File: src/rtl/piso_serializer.sv
// Parallel-in/serial-out transmitter with valid/ready load and bit_en pacing.
// Define PISO_SERIALIZER_PARITY_EN to append an even-parity bit to each frame.
module piso_serializer #(
  parameter int WIDTH     = 8,
  parameter int MSB_FIRST = 1
) (
  input  logic             clk,
  input  logic             rst_n,
  input  logic             load_valid,
  input  logic [WIDTH-1:0] load_data,
  output logic             load_ready,
  input  logic             bit_en,
  output logic             ser_out,
  output logic             ser_valid,
  output logic             ser_last
);

  localparam int CW = $clog2(WIDTH + 1);
  localparam logic [CW-1:0] LAST_IDX = CW'(WIDTH - 1);
  localparam logic [CW-1:0] PEN_IDX  = CW'(WIDTH - 2);

`ifdef PISO_SERIALIZER_PARITY_EN
  localparam logic PAR_EN = 1'b1;
`else
  localparam logic PAR_EN = 1'b0;
`endif

  typedef enum logic [1:0] {
    ST_IDLE   = 2'd0,
`ifdef PISO_SERIALIZER_PARITY_EN
    ST_PARITY = 2'd2,
`endif
    ST_SHIFT  = 2'd1
  } state_e;

  state_e           state_q, state_d;
  logic [WIDTH-1:0] shift_q, shift_d;
  logic [CW-1:0]    cnt_q, cnt_d;
  logic             ser_out_q, ser_out_d;
  logic             ser_valid_q, ser_valid_d;
  logic             ser_last_q, ser_last_d;
`ifdef PISO_SERIALIZER_PARITY_EN
  logic             par_q, par_d;

  function automatic logic even_parity(input logic [WIDTH-1:0] w);
    return ^w;
  endfunction
`endif

  function automatic logic first_bit(input logic [WIDTH-1:0] w);
    if (MSB_FIRST != 0) return w[WIDTH-1];
    else                return w[0];
  endfunction

  // The bit on the wire is always at the "first" end, so shifting moves the next bit there.
  function automatic logic [WIDTH-1:0] shift_next(input logic [WIDTH-1:0] w);
    if (MSB_FIRST != 0) return {w[WIDTH-2:0], 1'b0};
    else                return {1'b0, w[WIDTH-1:1]};
  endfunction

  assign load_ready = (state_q == ST_IDLE);
  assign ser_out    = ser_out_q;
  assign ser_valid  = ser_valid_q;
  assign ser_last   = ser_last_q;

  // State and datapath registers.
  always_ff @(posedge clk or negedge rst_n) begin
    if (!rst_n) begin
      state_q     <= ST_IDLE;
      shift_q     <= '0;
      cnt_q       <= '0;
      ser_out_q   <= 1'b0;
      ser_valid_q <= 1'b0;
      ser_last_q  <= 1'b0;
`ifdef PISO_SERIALIZER_PARITY_EN
      par_q       <= 1'b0;
`endif
    end else begin
      state_q     <= state_d;
      shift_q     <= shift_d;
      cnt_q       <= cnt_d;
      ser_out_q   <= ser_out_d;
      ser_valid_q <= ser_valid_d;
      ser_last_q  <= ser_last_d;
`ifdef PISO_SERIALIZER_PARITY_EN
      par_q       <= par_d;
`endif
    end
  end

  // Next-state logic.
  always_comb begin
    state_d = state_q;
    case (state_q)
      ST_IDLE: begin
        if (load_valid) state_d = ST_SHIFT;
        else            state_d = ST_IDLE;
      end
      ST_SHIFT: begin
        if (bit_en && (cnt_q == LAST_IDX)) begin
`ifdef PISO_SERIALIZER_PARITY_EN
          state_d = ST_PARITY;
`else
          state_d = ST_IDLE;
`endif
        end else begin
          state_d = ST_SHIFT;
        end
      end
`ifdef PISO_SERIALIZER_PARITY_EN
      ST_PARITY: begin
        if (bit_en) state_d = ST_IDLE;
        else        state_d = ST_PARITY;
      end
`endif
      default: state_d = ST_IDLE;
    endcase
  end

  // Datapath and registered-output next values.
  always_comb begin
    shift_d     = shift_q;
    cnt_d       = cnt_q;
    ser_out_d   = ser_out_q;
    ser_valid_d = ser_valid_q;
    ser_last_d  = ser_last_q;
`ifdef PISO_SERIALIZER_PARITY_EN
    par_d       = par_q;
`endif
    case (state_q)
      ST_IDLE: begin
        if (load_valid) begin
          shift_d     = load_data;
          cnt_d       = '0;
          ser_out_d   = first_bit(load_data);
          ser_valid_d = 1'b1;
          ser_last_d  = 1'b0;
`ifdef PISO_SERIALIZER_PARITY_EN
          par_d       = even_parity(load_data);
`endif
        end else begin
          cnt_d       = '0;
          ser_out_d   = 1'b0;
          ser_valid_d = 1'b0;
          ser_last_d  = 1'b0;
        end
      end
      ST_SHIFT: begin
        if (bit_en && (cnt_q != LAST_IDX)) begin
          shift_d     = shift_next(shift_q);
          cnt_d       = cnt_q + CW'(1);
          ser_out_d   = first_bit(shift_next(shift_q));
          ser_valid_d = 1'b1;
          ser_last_d  = (cnt_q == PEN_IDX) && !PAR_EN;
        end else if (bit_en) begin
`ifdef PISO_SERIALIZER_PARITY_EN
          ser_out_d   = par_q;
          ser_valid_d = 1'b1;
          ser_last_d  = 1'b1;
`else
          cnt_d       = '0;
          ser_out_d   = 1'b0;
          ser_valid_d = 1'b0;
          ser_last_d  = 1'b0;
`endif
        end else begin
          cnt_d = cnt_q;
        end
      end
`ifdef PISO_SERIALIZER_PARITY_EN
      ST_PARITY: begin
        if (bit_en) begin
          cnt_d       = '0;
          ser_out_d   = 1'b0;
          ser_valid_d = 1'b0;
          ser_last_d  = 1'b0;
        end else begin
          cnt_d = cnt_q;
        end
      end
`endif
      default: begin
        cnt_d       = '0;
        ser_out_d   = 1'b0;
        ser_valid_d = 1'b0;
        ser_last_d  = 1'b0;
      end
    endcase
  end

endmodule
File: config.mk
export PLATFORM = sky130hd
export DESIGN_NAME = piso_serializer
export DESIGN_NICKNAME = d
export VERILOG_FILES = /design/src/rtl/piso_serializer.sv
export SDC_FILE = /design/constraint.sdc
export NUM_CORES = 1
export LEC_CHECK = 0
export CORE_MARGIN = 4
export CORE_UTILIZATION = 52
export CTS_CLUSTER_SIZE = 20
export DETAILED_ROUTE_END_ITERATION = 10
export PLACE_DENSITY = 0.79
export RECOVER_POWER = 50
export SETUP_SLACK_MARGIN = 0.05
export SLEW_MARGIN = 20
export SYNTH_ARGS = -nofsm -noshare
export SYNTH_HDL_FRONTEND = slang
export SYNTH_SLANG_ARGS = --single-unit
File: constraint.sdc
create_clock -name clk -period 4.1 [get_ports clk]
set_clock_uncertainty 0.2 [all_clocks]
set_input_delay 0.615 -clock clk [delete_from_list [all_inputs] [get_ports clk]]
set_output_delay 0.615 -clock clk [all_outputs]
set_load 0.05 [all_outputs]
==> flow_summary.json <==
{
  "final_antenna_net_count": 0,
  "number_of_inserted_filler_cells_in_the_final_layout": 107,
  "min_delay_path_depth": 1,
  "netlist_area_um2": 774.5,
  "post_cts_buffers": 0,
  "postSynthCellCount": 67,
  "synth.lib_cells_used.distinct": 24,
  "r2r.worst_path.cells": 4,
  "grt_max_degree": 17,
  "drcViolationCount": 0,
  "die_width_um": 46.59,
  "worst-setup-path-type": "register to output port",
  "global_route_wire_length_before_repair_um": 2256,
  "worstHoldStart": "ser_valid",
  "multi_input_combinational_cell_area_um2": 361.6,
  "beginning_of_the_worst_register_to_register_path": "cnt_q[0]",
  "grt_usage": 0.1487,
  "cp.depth": 2,
  "min-delay-path-class": "register to register",
  "clk_latency_ps": 280,
  "run_status": "complete, no violations",
  "yosysWarningCount": 0,
  "core-area_um2": 1350,
  "cp_data_required_time_ps": 3280,
  "leakage_nw": 0.4298,
  "cts_sinks": 15,
  "finish.net_count": 98,
  "syn_avg_cell_area_um2": 11.56,
  "die_height_um": 46.59,
  "synth.net_count": 81,
  "cts_buffers": 3,
  "synth_top_area_frac": 0.4847,
  "layout.cell_area.non_filler_um2": 939.7,
  "critical_path_arrival_ps": 1830,
  "maxSlewViolCount": 0,
  "post_cts_hold_buffer_count": 0,
  "postPlaceCellArea_um2": 913.4,
  "setup-tns-final_ps": 0,
  "achievable-frequency_ghz": 0.3784,
  "via_per_inst": 5.429,
  "totalWireLength_um": 1349,
  "first_iter_violations": 11,
  "ctsHtreeMaxLevel": 1,
  "power-per-cell-area_nw_per_um2": 578.2,
  "number_of_antenna_violations_at_the_first_check_in_global_routing": 0,
  "max_slew.worst_pin.slew_ps": 665.4,
  "row_count": 13,
  "peakVddDrop_mv": 0.3166,
  "setup_repair_after_global_routing_missed_its_margin": "no",
  "crit_path_max_incr_delay_ps": 820,
  "dp_hpwl_um": 998.8,
  "detail_route.wl_per_cell_um": 13.77,
  "worst_setup_path_start_kind": "register",
  "cts_resized": 0,
  "setup.reg_to_reg.worst_slack_ps": 2270,
  "gp_congestion": 0.8181,
  "power.total_uw": 543.3,
  "floorplan.io_pins": 16,
  "post-route-period-util": 0.6445,
  "routed-via-count": 532,
  "ff_latch_area_um2": 375.4,
  "port_buffers": 15,
  "insertedDiodeCount": 0,
  "grt_remaining_overflow": 0,
  "drt_pre_antenna_iters": 4,
  "timing.critical_path.max_delay_family": "buffers and inverters",
  "postSynthRegisterBits": 15,
  "critical_path.endpoint_type": "output port",
  "crit_path_top_delay_cell": "clkdlybuf4s50_1",
  "synth_top_cells_by_area": "dfrtp_1, mux2_2, nand2_1",
  "reg2reg_to": "shift_q[1]",
  "area_growth_syn_to_fin_pct": 21.32,
  "layout.cells.most_common": "dfrtp_1",
  "yosysTopAreaCell": "dfrtp_1",
  "hold_violations": 0,
  "worst_setup_path_startpoint": "state_q[0]",
  "starting_density_of_the_core": 0.5737,
  "worst_hold_path.endpoint": "ser_valid",
  "cts_root_buf": "clkbuf_4",
  "final_layout_size_suffix_gt1_frac": 0.2169,
  "tritoncts_clock_tree": "yes",
  "timing.critical_path.buf_inv": 2,
  "timing.critical_path.cells": "inv_1 > clkdlybuf4s50_1",
  "slew_headroom": 0.5549,
  "timing.critical_path.fanout_max": 16,
  "timing.max_cap.violations": 0,
  "clock_tree.buffer_depth": 2,
  "die_area_um2": 2171,
  "period_minus_slack_ps": 2643,
  "synth.yosys.seq_area_share": 0.4847,
  "most_used_cells_in_the_layout_excluding_fill_and_tap_cells": "dfrtp_1, clkdlybuf4s50_1, mux2_2",
  "grt_pass1_vias": 536,
  "setup_violations": 0,
  "worst_setup_hold_path_clk_slew_ps": 100
}
[registers in the layout, summed over array words and instances (netlist names)]
name / flops
ser_out: 1
ser_last: 1
state_q: 1
shift_q: 7
cnt_q: 4
ser_valid: 1
[worst max-delay path by stage]
stage / endpoint / slack [ps]
floorplan: load_ready / 2350
global placement: load_ready / 1730
detailed placement: shift_q[3] / 1720
CTS: load_ready / 1440
global route: load_ready / 1340
finish: load_ready / 1460
[area by class of cell]
| cell class | count | area share |
|---|---|---|
| Timing Repair Buffer | 15 | 0.1598 |
| Tap cell | 15 | 0.01997 |
| Inverter | 2 | 0.007989 |
| Sequential cell | 15 | 0.3995 |
| Multi-Input combinational cell | 47 | 0.3848 |
| Clock buffer | 4 | 0.02796 |
[logic make-up after synthesis]
group                    after synthesis  synth area share
AND/OR/NAND/NOR                       23            0.1616
flip-flops                            15            0.4847
multiplexers                          12            0.1745
AO/OA/AOI/OAI                          9           0.08724
buffers and inverters                  5           0.04847
adder cells (fa/ha/maj)                2           0.03231
XOR/XNOR                               1           0.01131
[per-layer routing]
layer / global-route usage / share of wire / up-vias
met4: 0.06818 / 0.0089 / 0
met1: 0.1937 / 0.48 / 248
li1: - / - / 269
met2: 0.2363 / 0.46 / 13
met5: 0 / 0 / -
met3: 0.02734 / 0.052 / 2
[synthesized netlist by cell type]
library cell	number
a21o_1	1
a21oi_1	2
a32o_1	1
a41oi_1	1
and2b_2	1
and3b_4	1
buf_4	1
buf_6	2
dfrtp_1	15
ha_1	2
inv_1	2
mux2_2	12
nand2_1	7
nand2b_1	1
nand3_1	3
nand3b_1	1
nand4_1	2
nor2_1	3
nor2b_1	2
nor3_1	1
o21ai_0	3
o21ai_4	1
or4_1	1
xor2_1	1
[metrics by stage]
step                      worst slack [ps]  hold WS, ps    util  instances
after global routing                  1345        324.3  0.6960         98
after CTS                             1436        305.6  0.6960         98
after global placement                1728        273.2  0.6766         94
after detailed placement              1720        278.9  0.6766         94
after floorplan                       2346        119.4       -         67
final                                 1457        305.1  0.6960         98
[where the power goes]
group          internal [mW]  switching [mW]  leakage, nW
clock network         0.0377          0.0475       0.0150
logic                  0.109           0.104        0.223
registers              0.199          0.0461        0.192
total                  0.345           0.198        0.430
No activity file was read; power rests on OpenSTA's default activity.
